File: src/rtl/pdm_decimator.sv
// pdm_decimator: PDM microphone front end with a 3rd-order CIC decimator.
//   clk_in          : system clock; the only clock in the block
//   rst_in          : synchronous active-high reset
//   mic_data_in     : PDM bit from the microphone, sampled once per mic clock
//   mic_clk_out     : registered mic clock, period CLK_DIV, 50% duty
//   audio_out       : signed 16-bit PCM, holds between strobes
//   audio_valid_out : one-cycle strobe, once every CLK_DIV*DECIM cycles
//   clip_out        : with the strobe, set when the sample was saturated
module pdm_decimator #(
  parameter int CLK_DIV = 32,
  parameter int DECIM   = 64
) (
  input  logic               clk_in,
  input  logic               rst_in,
  input  logic               mic_data_in,
  output logic               mic_clk_out,
  output logic signed [15:0] audio_out,
  output logic               audio_valid_out,
  output logic               clip_out
);
  localparam int LOG2D = $clog2(DECIM);
  localparam int W     = 2 + 3 * LOG2D;
  localparam int SHIFT = 3 * LOG2D - 15;
  localparam int DIV_W = $clog2(CLK_DIV);

  localparam logic [DIV_W-1:0]    DIV_LAST = DIV_W'(CLK_DIV - 1);
  localparam logic [DIV_W-1:0]    DIV_HALF = DIV_W'(CLK_DIV / 2);
  localparam logic signed [W-1:0] S_MAX    = W'(32767);
  localparam logic signed [W-1:0] S_MIN    = W'(-32768);

  logic [DIV_W-1:0] div_cnt_q, div_cnt_d;
  logic [LOG2D-1:0] dec_cnt_q, dec_cnt_d;
  logic             mic_clk_q, mic_clk_d;
  logic [W-1:0]     i1_q, i1_d, i2_q, i2_d, i3_q, i3_d;
  logic [W-1:0]     d1_q, d1_d, d2_q, d2_d, d3_q, d3_d;
  logic [W-1:0]     c1_q, c1_d, c2_q, c2_d, c3_q, c3_d;
  // vld_pipe_q[k] set: comb stage k+1 fires on this edge; [3] drives the output
  logic [3:0]       vld_pipe_q, vld_pipe_d;
  logic signed [15:0] audio_q, audio_d;
  logic             valid_q, valid_d;
  logic             clip_q, clip_d;

  logic             tick;
  logic             dec_evt;
  logic [W-1:0]     x_w;
  logic signed [W-1:0] s_w;

  always_comb begin
    tick    = (div_cnt_q == DIV_HALF);
    dec_evt = tick && (dec_cnt_q == '1);

    div_cnt_d = (div_cnt_q == DIV_LAST) ? '0 : div_cnt_q + DIV_W'(1);
    mic_clk_d = (div_cnt_q < DIV_HALF);
    dec_cnt_d = tick ? dec_cnt_q + LOG2D'(1) : dec_cnt_q;

    // +1 / -1 in W-bit two's complement; all sums wrap modulo 2^W
    x_w  = mic_data_in ? W'(1) : '1;
    i1_d = tick ? i1_q + x_w  : i1_q;
    i2_d = tick ? i2_q + i1_d : i2_q;
    i3_d = tick ? i3_q + i2_d : i3_q;

    vld_pipe_d = {vld_pipe_q[2:0], dec_evt};

    // i3_q already holds the post-decimation-tick value when stage 1 fires
    c1_d = vld_pipe_q[0] ? i3_q - d1_q : c1_q;
    d1_d = vld_pipe_q[0] ? i3_q        : d1_q;
    c2_d = vld_pipe_q[1] ? c1_q - d2_q : c2_q;
    d2_d = vld_pipe_q[1] ? c1_q        : d2_q;
    c3_d = vld_pipe_q[2] ? c2_q - d3_q : c3_q;
    d3_d = vld_pipe_q[2] ? c2_q        : d3_q;

    s_w     = $signed(c3_q) >>> SHIFT;
    audio_d = audio_q;
    valid_d = 1'b0;
    clip_d  = 1'b0;
    if (vld_pipe_q[3]) begin
      valid_d = 1'b1;
      if (s_w > S_MAX) begin
        audio_d = 16'sh7fff;
        clip_d  = 1'b1;
      end else if (s_w < S_MIN) begin
        audio_d = -16'sh8000;
        clip_d  = 1'b1;
      end else begin
        audio_d = s_w[15:0];
      end
    end
  end

  always_ff @(posedge clk_in) begin
    if (rst_in) begin
      div_cnt_q  <= '0;
      dec_cnt_q  <= '0;
      mic_clk_q  <= 1'b0;
      i1_q       <= '0;
      i2_q       <= '0;
      i3_q       <= '0;
      d1_q       <= '0;
      d2_q       <= '0;
      d3_q       <= '0;
      c1_q       <= '0;
      c2_q       <= '0;
      c3_q       <= '0;
      vld_pipe_q <= '0;
      audio_q    <= '0;
      valid_q    <= 1'b0;
      clip_q     <= 1'b0;
    end else begin
      div_cnt_q  <= div_cnt_d;
      dec_cnt_q  <= dec_cnt_d;
      mic_clk_q  <= mic_clk_d;
      i1_q       <= i1_d;
      i2_q       <= i2_d;
      i3_q       <= i3_d;
      d1_q       <= d1_d;
      d2_q       <= d2_d;
      d3_q       <= d3_d;
      c1_q       <= c1_d;
      c2_q       <= c2_d;
      c3_q       <= c3_d;
      vld_pipe_q <= vld_pipe_d;
      audio_q    <= audio_d;
      valid_q    <= valid_d;
      clip_q     <= clip_d;
    end
  end

  assign mic_clk_out     = mic_clk_q;
  assign audio_out       = audio_q;
  assign audio_valid_out = valid_q;
  assign clip_out        = clip_q;
endmodule

File: config.mk
export PLATFORM = sky130hd
export DESIGN_NAME = pdm_decimator
export DESIGN_NICKNAME = d
export VERILOG_FILES = /design/src/rtl/pdm_decimator.sv
export SDC_FILE = /design/constraint.sdc
export NUM_CORES = 1
export LEC_CHECK = 0
export ABC_AREA = 1
export CORE_ASPECT_RATIO = 0.9
export CORE_MARGIN = 4
export CORE_UTILIZATION = 50
export DETAILED_ROUTE_END_ITERATION = 10
export PLACE_DENSITY = 0.73
export RECOVER_POWER = 100
export SETUP_SLACK_MARGIN = 0.2
export SYNTH_ARGS = -nofsm -noshare
export SYNTH_HDL_FRONTEND = slang
export SYNTH_SLANG_ARGS = --single-unit
File: constraint.sdc
create_clock -name clk_in -period 5.9 [get_ports clk_in]
set_input_delay 0.885 -clock clk_in [delete_from_list [all_inputs] [get_ports clk_in]]
set_output_delay 0.885 -clock clk_in [all_outputs]
set_load 0.02 [all_outputs]
---- Yosys cells after proc, flatten, opt, wreduce, memory -nomap -nowiden ----
Index checks and enable logic that the tools add are counted.
operators by class
  reduce and logical (&&, ||, !) cells .... 3
  order comparisons ....................... 3
  muxes and demuxes ....................... 8
  equality and inequality tests ........... 3
  divide/modulo/power cells ............... 0
  multiply operators ...................... 0
  add/sub/neg operators ................... 8
  shifts and indexed selects .............. 0
  bitwise gates (word level) .............. 1
operator list
  cell                                                             number
  adder 20 bit                                                     3
  two-way mux 20 bit                                               3
  subtractor 20 bit                                                3
  two-way mux 16 bit                                               2
  greater-than comparator 17 x 16 -> 1 bit, second input constant  1
  < comparator 17 x 16 -> 1 bit, second input constant             1
  equality test 5 bit, second input constant                       2
  adder 6 x 1 -> 6 bit, second input constant                      1
  equality test 6 bit, second input constant                       1
  adder 5 x 1 -> 5 bit, second input constant                      1
  < comparator 5 bit, second input constant                        1
  OR reduction 2 bit                                               2
  two-way mux 1 bit                                                3
  logical AND 1 bit                                                1
  inverter 1 bit                                                   1
word-level totals
  register bits after elaboration ......... 214
  bits in latches ......................... 0
  output and inout bits ................... 19
  bits in writable memories ............... 0
  memories kept ........................... 0
  logic and storage cells ................. 42
  bits in read-only memories .............. 0
  bits of input ports ..................... 3

---- Logic depth before layout (Yosys ltp) ----
Gate-level depths: netlist of the first run.
  depth in word-level cells ............... 6
  mapped depth ............................ 36
  gate-level depth less buffers ........... 36

---- Least setup slack after synthesis of the first run ----
No wires, ideal clock.
  path kind ............................... input to register
  from .................................... input mic_data_in
  to ...................................... register i3_q[19]
  path slack .............................. 0.518 ns
  data arrival time ....................... 5.270 ns
  stages on the path ...................... 34
  path buffers ............................ 0
  data required time ...................... 5.787 ns
  setup time .............................. 0.113 ns
  path through ............................ inv_1 -> ha_1 -> a21oi_1 -> nand2_1 -> nand2_1 -> o21ai_2 -> a21boi_2 -> xor2_1 -> nand2_1 -> nand2_1 -> inv_1 -> ha_1 -> nand2_1 -> inv_1 -> a21oi_1 -> nand2_1 -> a21oi_1 -> o21ai_1 -> nand2_1 -> nand2_1 -> xor2_1 -> o21ai_1 -> inv_1 -> ha_1 -> a21oi_1 -> o21ai_0 -> a21oi_1 -> nand2_1 -> a31oi_1 -> nand3_2 -> nand2_1 -> nor2_1 -> nor2_1 -> nor2_1
between the ends
  word-level cells in the longest chain between the ends .. 6
ends and longest elaborated chain
  what                  RTL line  text
  start, declared       15        input logic mic_data_in,
  two-way mux 20 bit    57        x_w = mic_data_in ? W'(1) : '1;
  adder 20 bit          58        i1_d = tick ? i1_q + x_w : i1_q;
  two-way mux 20 bit    58
  named net i1_d[7]     34        logic [W-1:0] i1_q, i1_d, i2_q, i2_d, i3_q, i3_d;
  adder 20 bit          59        i2_d = tick ? i2_q + i1_d : i2_q;
  two-way mux 20 bit    59
  named net i2_d[14]    34
  adder 20 bit          60        i3_d = tick ? i3_q + i2_d : i3_q;
  end signal, assigned  114       i3_q <= i3_d;
  end, declared         34
The timed path passes the listed nets, and every way through them passes these cells.
A chain may end at the register's enable or synchronous reset.

---- Worst setup path after layout of the first run ----
Ends and elaborated chain as after synthesis.

==> results of run 1 <==
-- registers in the layout, indices dropped and copies added, names as in the netlist, 4 cells and up --
signal and cells:
d1_q 20, c3_q 17, d2_q 20, div_cnt_q 5, dec_cnt_q 6, c1_q 20
c2_q 20, i2_q 20, i3_q 20, vld_pipe_q 4, d3_q 20, audio_out 16
i1_q 20
-- worst min path at each step --
stage                                          start                    endpoint  slack [ns]  depth (start not counted)
after floorplan              div_cnt_q[4]$_SDFF_PP0_      mic_clk_out$_SDFF_PP0_        0.42                          1
after global routing      audio_out[13]$_SDFFE_PP0P_  audio_out[13]$_SDFFE_PP0P_        0.47                          2
after detailed placement     div_cnt_q[4]$_SDFF_PP0_      mic_clk_out$_SDFF_PP0_        0.45                          1
after global placement       div_cnt_q[4]$_SDFF_PP0_      mic_clk_out$_SDFF_PP0_        0.43                          1
after CTS                    div_cnt_q[4]$_SDFF_PP0_      mic_clk_out$_SDFF_PP0_        0.46                          1
final                     audio_out[13]$_SDFFE_PP0P_  audio_out[13]$_SDFFE_PP0P_        0.46                          2
-- power groups by stage --
stage | combinational [W] | sequential (W) | clock [W]
2_1_floorplan | 0.0000527 | 0.00146 | 0
3_3_place_gp | 0.0000802 | 0.00146 | 0
3_5_place_dp | 0.0000812 | 0.00146 | 0
4_1_cts | 0.0000817 | 0.00143 | 0.00156
5_1_grt | 0.000102 | 0.00143 | 0.00162
6_report | 0.0000923 | 0.00143 | 0.00153
-- stage by stage --
| step | utilization | setup slack [ns] | TNS [ns] | instance area [µm²] |
|---|---|---|---|---|
| finish | 0.614 | 0.674 | 0 | 16100 |
| global route | 0.614 | 0.218 | 0 | 16100 |
| CTS | 0.599 | 0.197 | 0 | 15700 |
| detailed placement | 0.567 | -0.429 | -1.26 | 14900 |
| global placement | 0.567 | -0.254 | -0.824 | 14900 |
| floorplan | - | 0.518 | 0 | 13400 |
-- what timing repair did --
| action | in CTS | in global routing |
|---|---|---|
| hold buffers | 0 | 0 |
| endpoints found under the hold margin | 0 | 0 |
| resized for setup | 2 | 80 |
| setup endpoints to repair | 2 | 9 |
| pin swaps | 0 | 19 |
| setup buffers | 0 | 5 |
-- cell type report --
cell class                 instances  area (µm²)
fill                            2459       10100
multi-input combinational       1377        8280
sequential                       211        4220
timing repair buffer             169        1310
inverter                         273        1020
clock buffer                      35         702
tap                              348         435
clock inverter                     9         116
-- cells by family (layout without fill, tap and decap cells) --
group | after synthesis | after routing
buf+inv | 336 | 486
simple gates | 651 | 651
fa+ha+maj | 123 | 123
xor+xnor | 77 | 77
compound gates | 526 | 526
flops | 211 | 211
-- critical path, delay by kind of cell --
family | cells | cell delay, ns
adder cells (fa/ha/maj) | 3 | 0.85
buffers and inverters | 6 | 0.76
XOR/XNOR | 2 | 0.35
AO/OA/AOI/OAI | 10 | 1.28
AND/OR/NAND/NOR | 13 | 1.55
-- cell usage in the layout, fill, tap and decap left out, types with 7 or more instances in the layout --
cell,n
xor2_1,50
nor2_1,201
or2_2,20
a21oi_1,214
a21o_1,12
a31oi_1,11
ha_1,104
buf_4,143
xnor2_1,27
nand2_2,21
clkbuf_1,8
dfxtp_1,211
and2_1,7
nand4_1,17
dlygate4sd3_1,19
nand3_1,62
clkbuf_16,24
o21ai_0,187
ha_4,13
o211ai_1,20
a211oi_1,7
nor3_1,23
a21oi_2,17
nand2_1,270
o21ai_1,19
inv_1,267
o21ai_2,9
-- metal layers --
layer / vias to the layer above / wire (µm)
met4: 0 / 1130
met3: 74 / 1080
met1: 5838 / 16700
li1: 6665 / -
met5: - / 0
met2: 194 / 16000
==> results_dict.tcl, run 1 <==
set metrics [dict create \
    totalWireLength_um 35000 \
    slowest_delay_ns 0.33 \
    hold_viol_final 0 \
    cp-end-kind "register" \
    synthMuxAreaShare 0 \
    timing.final.max_slew_violations 205 \
    path_max_fanout 5 \
    r2r_start "i1_q[0]$_SDFF_PP0_" \
    tightest_slew_ns 4.94 \
    power_w 0.00305 \
    syn_area_um2 13400 \
    p_leak_nw 8.06 \
    io_pins 22 \
    synth_adder_area_share 0.118 \
    ys.flop_type "dfxtp_1" \
    setup_violations 0 \
    synth_top_family_by_area "compound AO/OA/AOI/OAI gates" \
    top_usage_layer "met2" \
    p_int_w 0.00238 \
    clkSinkCount 211 \
    fin_cells 2422 \
    async_flop_share 0 \
    drive_above_1_share 0.142 \
    fin_crit_sh 0.886 \
    p_clk_frac 0.502 \
    worst_path_most_repeated_cell "nand2_1" \
    cpMaxStageDelayCell "ha_1" \
    grt_pass1_wl_um 57900 \
    powerDensity_nw_per_um2 190 \
    numCtsBuffers 24 \
    gp_congestion 0.884 \
    clock_skew_ns 0.0229 \
    synthDistinctLibCells 47 \
    cts.root.buffer_cell "clkbuf_16" \
    drt-initial-drc-count 737 \
    synth_xor_area_frac 0.0504 \
    grt-ovfl-total 0 \
    min_period_ns 5.23 \
    cp-endpoint "i3_q[19]$_SDFFE_PP0P_" \
    first_pass_iters 5 \
    seq_area_frac_synth 0.316 \
    synthSimpleGateAreaFrac 0.207 \
    hold_class "reg2reg" \
    arrival_ns 5.67 \
    irDropWorstVdd_v 0.000178 \
    switchingPower_w 0.000678 \
    syn_nets 2050 \
    diodes 0 \
    synth_area_per_cell_um2 6.96 \
    synth_enable_flop_cells 0 \
    num_rows 56 \
    cap_violations 2 \
    synth_most_common_cell "nand2_1" \
    htreeDepth 1 \
    worstSetupPathType "in2reg" \
    netlist.area_leader.share 0.316 \
    synthTopCellsByCount "nand2_1, inv_1, a21oi_1" \
    critPathRequiredTime_ns 6.34 \
    tritoncts "done" \
    synth_area_leaders "dfxtp_1, ha_1, a21oi_1, nand2_1, inv_1" \
    ys_seq_elements 211 \
    worst_r2r_path_depth 31 \
    syn2layout_area_growth_pct 20.2 \
    nNetsFinal 2182 \
    timing.hold.ws_ns 0.459 \
    grt_pass1_vias 12300 \
    drc 0 \
    grt_util_all_layers 0.230 \
    yosys.area.top_type "dfxtp_1" \
    max-clock-path-buffers 3 \
    path_clk_slew_ns 0.06 \
    post-place-cells 2373 \
    synth_compound_area_frac 0.214 \
    cp-start-kind "primary input" \
    io_buffer_count 21 \
    vias_per_cell 5.27 \
    vias 12800 \
    coreArea_um2 26200 \
    clock_latency_ns 0.53 \
    die_height_um 163 \
    reg2reg_slack_ns 0.87 \
    failed_checks "max-capacitance violations, max-slew violations" \
    critPathLaunch "mic_data_in" \
    use_met2 0.394 \
    reg2reg_to "i3_q[18]$_SDFFE_PP0P_" \
    globalRouteMet3Util 0.0258 \
    rsz0062_at_grt "no" \
    grt_max_degree 105 \
    combPwrFrac 0.030 \
    slew_headroom -2.29 \
    use_met1 0.305 \
    dpl.hpwl_um 25600 \
    dieArea_um2 29500 \
    die_x_um 180 \
    status "finished with violations" \
    seq_power_share 0.467 \
    wire_per_inst_um 14.4 \
    drtAntennaViolNets 0 \
    syn_inst 1924 \
    antenna_found_initial 0 \
    yosysWarnings 0 \
    swShare 0.222 \
    max_freq_ghz 0.191 \
    initial_core_util 0.511 \
]
Note: power is estimated with default switching activity, not from simulation.
==> run 2, diff against run 1 <==
--- a/config.mk
+++ b/config.mk
@@ -8,7 +8,9 @@
 export ABC_AREA = 1
+export CELL_PAD_IN_SITES_DETAIL_PLACEMENT = 1
+export CELL_PAD_IN_SITES_GLOBAL_PLACEMENT = 1
 export CORE_ASPECT_RATIO = 0.9
 export CORE_MARGIN = 4
-export CORE_UTILIZATION = 50
+export CORE_UTILIZATION = 47
 export DETAILED_ROUTE_END_ITERATION = 10
-export PLACE_DENSITY = 0.73
+export PLACE_DENSITY_LB_ADDON = 0.1
 export RECOVER_POWER = 100
==> constraint.sdc (replaced) <==
create_clock -name clk_in -period 5.9 [get_ports clk_in]
set_input_delay 1.18 -clock clk_in [delete_from_list [all_inputs] [get_ports clk_in]]
set_output_delay 1.18 -clock clk_in [all_outputs]
set_load 0.02 [all_outputs]
==> run 2 against run 1 <==
- the flow still finishes with violations (max-capacitance violations, max-slew violations)
- largest cell class unchanged
- setup slack got worse by 0.32 ns
- maximum frequency decreased by 5.8%
- sequential power about the same
- sequential share of layout area decreased by 0.87 points
- combinational power increased by 17%
- worst hold slack about the same
- cell count increased by 2.1%
- global-route usage increased by 4.0 points
- sequential cell count unchanged
- via count increased by 5.8%
- design area increased by 3.4%
- total power increased by 3.9%
==> results_dict.tcl, run 2 (synthesis gave the netlist of run 1 again) <==
set metrics [dict create \
    first_pass_iters 5 \
    grt-ovfl-total 0 \
    seq_area_um2 4220 \
    initial_core_util 0.478 \
    cap_violations 3 \
    grt_util_all_layers 0.270 \
    io_buffer_count 21 \
    dpl.hpwl_um 30600 \
    hold_class "reg2reg" \
    min_period_ns 5.55 \
    grt_pass1_vias 14200 \
    worstSetupPathType "in2reg" \
    htreeDepth 1 \
    path_clk_slew_ns 0.06 \
    max-clock-path-buffers 3 \
    clkSinkCount 211 \
    drt-initial-drc-count 477 \
    die_x_um 186 \
    reg2reg_slack_ns 0.76 \
    num_rows 58 \
    grt_pass1_wl_um 70700 \
    grt_max_degree 97 \
    irDropWorstVdd_v 0.000223 \
    tightest_slew_ns 2.73 \
    io_pins 22 \
    mostFrequentLayoutCell "nand2_1" \
    layout_common_cells "nand2_1, inv_1, dfxtp_1" \
    drive_above_1_share 0.171 \
    final_core_util 0.594 \
    syn2layout_area_growth_pct 24.4 \
    gp_congestion 0.875 \
    dieArea_um2 31200 \
    timing.hold.ws_ns 0.459 \
    diodes 0 \
    hold_viol_final 0 \
    powerDensity_nw_per_um2 191 \
    slew_headroom -0.819 \
    coreArea_um2 28000 \
    numCtsBuffers 25 \
    tritoncts "done" \
    drc 0 \
    status "finished with violations" \
    antenna_found_initial 0 \
    vias_per_cell 5.47 \
    drtAntennaViolNets 0 \
    vias 13500 \
    die_height_um 168 \
    clock_latency_ns 0.54 \
    cp-end-kind "register" \
    arrival_ns 5.98 \
    hold_depth 2 \
    power_w 0.00317 \
    failed_checks "max-capacitance violations, max-slew violations" \
    worst_path_most_repeated_cell "nand2_1" \
    fin_area_um2 16600 \
    timing.final.max_slew_violations 179 \
    cts.root.buffer_cell "clkbuf_16" \
    critPathRequiredTime_ns 6.33 \
    cp-start-kind "primary input" \
    clock_skew_ns 0.0149 \
    fillers 3585 \
    nNetsFinal 2220 \
    p_leak_nw 8.28 \
    worst_r2r_path_depth 32 \
    max_freq_ghz 0.180 \
    setup_violations 0 \
    wire_per_inst_um 17.7 \
    multi_input_area_um2 8470 \
    dpl_cell_area_um2 15100 \
    setup_ws_ns 0.354 \
    totalWireLength_um 43800 \
    slowest_delay_ns 0.31 \
    fin_crit_sh 0.940 \
    path_max_fanout 4 \
    cpMaxStageDelayCell "ha_1" \
    place_ws_ns -0.851 \
]
run 2: changes by cell type in the layout (fill, tap and decap cells not counted), moves of 4 or more:
cell      before  now
a21oi_1      214  203
a21oi_2       17   28
o21ai_0      187  182
ha_4          13   20
ha_1         104   96
clkbuf_4       1    5
buf_4        143  171
run 2: per-stage QoR:
| stage | setup TNS [ns] | std cells |
|---|---|---|
| finish | 0 | 2472 |
| global route | -0.110 | 2472 |
| CTS | 0 | 2467 |
| detailed placement | -4.97 | 2419 |
| global placement | -3.64 | 2419 |
| floorplan | 0 | 1924 |
run 2: area by class of cell:
cell class,instances,area share
Clock buffer,31,0.0413
Tap cell,360,0.0271
Inverter,273,0.0619
Timing Repair Buffer,206,0.0961
Clock inverter,14,0.0107
Multi-Input combinational cell,1377,0.509
Sequential cell,211,0.254
run 2: repair_timing:
action | in CTS | in global routing
gates resized for setup | 62 | 63
hold buffers | 0 | 0
buffers inserted | 3 | 4
setup endpoints to repair | 9 | 12
pin swaps | 11 | 25
cloned | 0 | 1
run 2: critical path: cells and delay by family:
| family | cells | cell delay [ns] |
|---|---|---|
| simple gates | 13 | 1.20 |
| buf+inv | 6 | 0.54 |
| fa+ha+maj | 3 | 0.78 |
| compound gates | 11 | 1.92 |
| xor+xnor | 2 | 0.31 |
run 2: report_power, final:
group	total (W)	switching [W]	internal (W)
registers	0.00143	0.00000180	0.00143
logic	0.000108	0.0000687	0.0000390
clock network	0.00164	0.000672	0.000967
run 2: final timing paths:
path,from,to
min reg2reg,d1_q[17]$_SDFFE_PP0P_,d1_q[17]$_SDFFE_PP0P_
max reg2reg,div_cnt_q[0]$_SDFF_PP0_,i3_q[19]$_SDFFE_PP0P_
min,d1_q[17]$_SDFFE_PP0P_,d1_q[17]$_SDFFE_PP0P_
max,mic_data_in,i3_q[19]$_SDFFE_PP0P_
run 2: layer usage:
layer	up-vias	GRT usage	routed length, µm
met5	-	0	0
li1	6729	-	-
met3	92	0.0244	1170
met2	203	0.481	22000
met4	0	0.0713	1290
met1	6492	0.349	19300
